<file path="src/rtl/reg_sweeper_pkg.sv">
// Shared types and constants for the register sweeper: FSM state encoding
// and the sweep-pattern codes carried on the mode input.
package reg_sweeper_pkg;

   typedef enum logic [1:0] {
      S_IDLE  = 2'd0,
      S_ARMED = 2'd1,
      S_RUN   = 2'd2,
      S_DONE  = 2'd3
   } state_e;

   // Sweep patterns; code 3 is not listed and falls back to an upward sweep.
   localparam logic [1:0] MODE_UP   = 2'd0;
   localparam logic [1:0] MODE_DOWN = 2'd1;
   localparam logic [1:0] MODE_OUT  = 2'd2;

endpackage

</file>
<file path="src/rtl/reg_sweep_addr.sv">
// Combinational register-number generator: maps (base, stride, step k, mode)
// to the target register. All arithmetic is modulo 2^REG_W, so wrap-around
// (including landing on register 0) is simply the natural truncation.
module reg_sweep_addr
   import reg_sweeper_pkg::*;
#(
   parameter int REG_W = 5,
   parameter int KW    = 3
) (
   input  logic [REG_W-1:0] base,
   input  logic [REG_W-1:0] stride,
   input  logic [KW-1:0]    k,
   input  logic [1:0]       mode,
   output logic [REG_W-1:0] regnum
);

   logic [KW:0]      half_k;
   logic [REG_W-1:0] k_r;
   logic [REG_W-1:0] half_r;
   logic [REG_W-1:0] step_off;
   logic [REG_W-1:0] half_off;

   // Offsets are formed in REG_W bits directly: truncating k first gives the
   // same result modulo 2^REG_W. half_k is ceil(k/2) for odd k, k/2 for even.
   always_comb begin
      half_k   = ({1'b0, k} + {{KW{1'b0}}, k[0]}) >> 1;
      k_r      = REG_W'(k);
      half_r   = REG_W'(half_k);
      step_off = k_r * stride;
      half_off = half_r * stride;
      case (mode)
         MODE_DOWN: regnum = base - step_off;
         MODE_OUT:  regnum = k[0] ? (base + half_off) : (base - half_off);
         default:   regnum = base + step_off;
      endcase
   end

endmodule

</file>
<file path="src/rtl/reg_sweeper.sv">
// Register sweeper: once armed by go, waits for go to drop, latches the
// sweep pattern and steps through STEPS register numbers around BASE,
// offering each for a write. stall freezes a sweep, abort cancels it.
//
// Handshake: there is no backpressure from the consumer. wr_en high means
// regnum is a valid write target in that same cycle; the consumer must take
// it then. A stalled RUN cycle drops wr_en and holds regnum unchanged.
module reg_sweeper
   import reg_sweeper_pkg::*;
#(
   parameter int REG_W  = 5,
   parameter int BASE   = 8,
   parameter int STEPS  = 4,
   parameter int STRIDE = 1
) (
   input  logic             clock,
   input  logic             reset,
   input  logic             go,
   input  logic [1:0]       mode,
   input  logic             stall,
   input  logic             abort,
   output logic [REG_W-1:0] regnum,
   output logic             wr_en,
   output logic             busy,
   output logic             done,
   output logic [1:0]       state_dbg
);

   // Step counter width; kept at least one bit wide so STEPS==0 still builds.
   localparam int KW = (STEPS < 1) ? 1 : $clog2(STEPS + 1);
   localparam logic [KW-1:0]    STEPS_K  = KW'(STEPS);
   localparam logic [REG_W-1:0] BASE_R   = REG_W'(BASE);
   localparam logic [REG_W-1:0] STRIDE_R = REG_W'(STRIDE);

   state_e          state_q, state_d;
   logic [KW-1:0]   k_q, k_d;
   logic [1:0]      mode_q, mode_d;
   logic [REG_W-1:0] run_regnum;

   reg_sweep_addr #(
      .REG_W (REG_W),
      .KW    (KW)
   ) u_addr (
      .base   (BASE_R),
      .stride (STRIDE_R),
      .k      (k_q),
      .mode   (mode_q),
      .regnum (run_regnum)
   );

   // State, step counter and latched pattern; reset wins over every input.
   always_ff @(posedge clock) begin
      if (reset) begin
         state_q <= S_IDLE;
         k_q     <= '0;
         mode_q  <= MODE_UP;
      end else begin
         state_q <= state_d;
         k_q     <= k_d;
         mode_q  <= mode_d;
      end
   end

   // Next-state logic; in RUN, abort outranks stall, which outranks stepping.
   always_comb begin
      state_d = state_q;
      k_d     = k_q;
      mode_d  = mode_q;
      case (state_q)
         S_IDLE: begin
            if (go) begin
               state_d = S_ARMED;
               k_d     = '0;
            end
         end
         S_ARMED: begin
            if (!go) begin
               mode_d = mode;
               if (STEPS == 0) begin
                  state_d = S_DONE;
                  k_d     = '0;
               end else begin
                  state_d = S_RUN;
                  k_d     = KW'(1);
               end
            end
         end
         S_RUN: begin
            if (abort) begin
               state_d = S_IDLE;
               k_d     = '0;
            end else if (stall) begin
               state_d = S_RUN;
            end else if (k_q == STEPS_K) begin
               state_d = S_DONE;
               k_d     = '0;
            end else begin
               k_d = k_q + KW'(1);
            end
         end
         S_DONE: begin
            if (go) begin
               state_d = S_ARMED;
            end
         end
         default: begin
            state_d = S_IDLE;
            k_d     = '0;
         end
      endcase
   end

   // Outputs decoded from the registered state; only wr_en sees stall directly.
   always_comb begin
      regnum    = '0;
      wr_en     = 1'b0;
      busy      = 1'b0;
      done      = 1'b0;
      state_dbg = state_q;
      case (state_q)
         S_ARMED: begin
            regnum = BASE_R;
            wr_en  = 1'b1;
            busy   = 1'b1;
         end
         S_RUN: begin
            regnum = run_regnum;
            wr_en  = ~stall;
            busy   = 1'b1;
         end
         S_DONE: begin
            done = 1'b1;
         end
         default: begin
            regnum = '0;
         end
      endcase
   end

endmodule

</file>
<file path="config.mk">
export PLATFORM = sky130hd
export DESIGN_NAME = reg_sweeper
export DESIGN_NICKNAME = d
export VERILOG_FILES = /design/src/rtl/reg_sweeper_pkg.sv /design/src/rtl/reg_sweep_addr.sv /design/src/rtl/reg_sweeper.sv
export SDC_FILE = /design/constraint.sdc
export NUM_CORES = 1
export LEC_CHECK = 0
export BUFFER_PORTS_ARGS = -buffer_cell sky130_fd_sc_hd__buf_2
export CORE_ASPECT_RATIO = 0.6
export CORE_MARGIN = 2
export CORE_UTILIZATION = 53
export CTS_CLUSTER_DIAMETER = 30
export CTS_CLUSTER_SIZE = 14
export DETAILED_ROUTE_END_ITERATION = 7
export PLACE_DENSITY = 0.85
export SKIP_CTS_REPAIR_TIMING = 1
export SYNTH_ARGS = -nofsm -noshare
export SYNTH_HDL_FRONTEND = slang
export SYNTH_HIERARCHICAL = 1
export SYNTH_SLANG_ARGS = --single-unit
</file>
<file path="constraint.sdc">
create_clock -name clock -period 3.2 [get_ports clock]
set_clock_uncertainty 0.15 [all_clocks]
set_input_delay 0.32 -clock clock [delete_from_list [all_inputs] [get_ports clock]]
set_output_delay 0.32 -clock clock [all_outputs]
set_load 0.02 [all_outputs]
</file>
==> impl_results.md <==
- Status: complete, but fails checks
- Failing checks: negative setup slack
- Final Wtd Congestion: 0.835
- Ys flop type: dfxtp_1
- Final Net Count: 279
- Crit. End Element: primary output
- CTS buffer count: 3
- DRC errors left: 0
- Max Freq: ~260 MHz
- Pleak: roughly 0.95 nW
- Largest net degree at the start of global routing: 12
- Initial DRT Pass Iterations: 4
- Via count: approximately 1,400
- First-pass GRT wire length: around 5600 microns
- CTS clk-pin slew, worst paths: 0.05 ns
- Antenna-violating nets left: 0
- GRT Total Usage: 0.225
- Dpl cell area: between 1500 and 2000 sq um
- Num rows: 14
- Global route total overflow: 0
- Core Box Area: 2560 sq um
- RSZ-0062 raised after global routing: yes
- Period utilisation layout: 1.19
- Via density: approximately 5.0
- Cells after Synth: 177
- Synth async-reset ratio: 0
- Hpwl dp: roughly 2600 microns
- Top cells by area, synth: ha_1 (16%), dfxtp_1 (9.6%), fa_1 (9.6%)
- Netlist cell types: 48
- Filler cell count: 181
- HP Class: input port to flop
- IO Count: 17
- CTS HTree Levels: 1
- Post-layout instance area: between 2000 and 2500 sq um
- DIE AREA: approximately 3200 sq um
- Iter 0 DRT Violations: between 90 and 100
- WP data required: between 2 and 3 ns
- Clock buffer depth: 2
- Number of global-route vias before repair: approximately 1,200
- Skew-Pair Late Insertion Delay: 0.24 ns
- Initial core utilization: 0.572
- Cell accounting for the most synthesized area: ha_1
- Clock sink count: 7
- Layout overhead on the synthesized area: 38.8%
- Peak VDD IR: approximately 660 uV
- Bufs and invs on worst path: 1
- Number of non-filler instances in the completed layout: ~280
- Die Wd: ~70 microns
- Max-Cap Viols: 0
- Critical path type: flop to primary output
- Yosys reg bits: 7
- I/O Buffers: 16
- Post-synth top cells: ha_1 (19), nand2_1 (19), nor2_1 (13), xnor2_1 (13), inv_1 (12)
- Layout Utilization: 0.794
- Crit path time final: between 3 and 4 ns
- Register area share after synthesis: 0.0958
- Arr. time, crit path: ~3.3 ns
- Power, Total: 1.14 mW
- Family with the most delay on the worst path: adder cells
- Final setup vio count: 3
- Largest fanout on the critical path: 3
- Top cell type's share of synthesized area: 0.163
- Final Max Slew Viols: 0
- Final WL: approximately 3800 microns
- Mean Syn Cell Area: about 8.3 sq um
- Critical path cell sequence: and2_4, fa_1, ha_4, nand2b_4, a211o_1, o31ai_1, nand2_1, xor2_2, o22a_1, o211ai_1, ha_2, a21oi_2, xnor2_1, xnor2_1, and2_4, buf_6
- Fin worst setup slack: -0.598 ns
- DP Cell Count: between 200 and 300
- Post-synth design cell area: approximately 1500 sq um
- CP max stage cell: fa_1
- Setup crit start kind: flop
- Antenna diode count: 0
- Largest stage delay, worst path: 0.52 ns
- CTS tree: built
- Root Buffer: clkbuf_8
- Share of cells above drive strength 1: 0.327
- Count of flip-flops with a built-in enable after synthesis: 0
- Avg WL per Cell: approximately 14 microns
- Final hold vios: 0
- Pwr/cell area: roughly 560 nW/um^2
- Chip height: roughly 45 microns
- Initial antenna violation count: 0
- Synth warn: 6
==> final timing paths <==
kind | from | endpoint | slack (ns) | depth (start not counted)
worst max-delay path | k_q[2] | regnum[4] | -0.60 | 16
worst min-delay path | mode[1] | mode_q[1] | 0.19 | 3
worst max register to register | state_dbg[0] | k_q[2] | 1.05 | 6
worst min register to register | k_q[1] | k_q[1] | 0.46 | 3
==> power breakdown <==
part / total, mW / internal [mW] / leakage (nW) / switching, mW
sequential: 0.134 / 0.105 / 0.0584 / 0.0292
clock: 0.131 / 0.0867 / 0.0228 / 0.0439
combinational: 0.872 / 0.428 / 0.873 / 0.445
==> stage by stage <==
step | setup WS [ns] | hold WS, ns | setup TNS, ns
2_1_floorplan | 0.0829 | 0.235 | 0
3_3_place_gp | -0.364 | 0.410 | -0.674
3_5_place_dp | -0.426 | 0.415 | -0.777
4_1_cts | -0.673 | 0.183 | -1.78
5_1_grt | -0.792 | 0.203 | -1.94
6_report | -0.598 | 0.189 | -1.33
==> metal layers <==
layer	track usage	vias up	part of all wire
li1	-	705	-
met1	0.317	631	0.46
met2	0.367	33	0.49
met3	0.0491	4	0.049
met4	0.0302	0	0.0066
met5	0	-	0
==> logic make-up (layout without fill, tap and decap cells) <==
kind of cell,Yosys count,after routing,synth area share
compound gates,34,34,0.175
other cells,2,30,0.00513
simple gates,67,67,0.250
flops,7,7,0.0958
mux,6,6,0.0453
xor+xnor,19,19,0.114
buf+inv,14,54,0.0436
fa+ha+maj,28,28,0.272
==> state kept, by name, summed over array words and instances (netlist names) <==
name       cells
k_q            3
mode_q         2
state_dbg      2
==> cell usage in the layout (no fill, tap or decap), drive strengths merged, types with 2 or more instances in the layout <==
cell type,count
o21bai,2
mux2i,4
inv,12
o31ai,2
nand2,20
xnor2,13
and2,12
nand2b,7
a21oi,12
nor2,14
mux2,2
nor3b,3
ha,19
conb,30
nand3,4
maj3,2
a21o,2
a211o,2
dfxtp,7
xor2,6
clkbuf,4
and2b,2
nand3b,2
a211oi,3
buf,38
fa,7
o21ai,5
==> worst register-to-register path, stage by stage (launching register included) <==
cell and delay [ns]:
dfxtp_1 0.41, inv_1 0.11, ha_1 0.34, and2b_1 0.29, a211oi_4 0.40, a21oi_1 0.15
a211oi_2 0.22
==> cell type report <==
cell class	instances	area, sq um	area share
sequential	7	144	0.0709
clock buffer	4	45.0	0.0222
inverter	12	45.0	0.0222
timing repair buffer	38	264	0.130
tap	32	40.0	0.0197
multi-input combinational	184	1490	0.735
(Power assumes the default switching activity.)
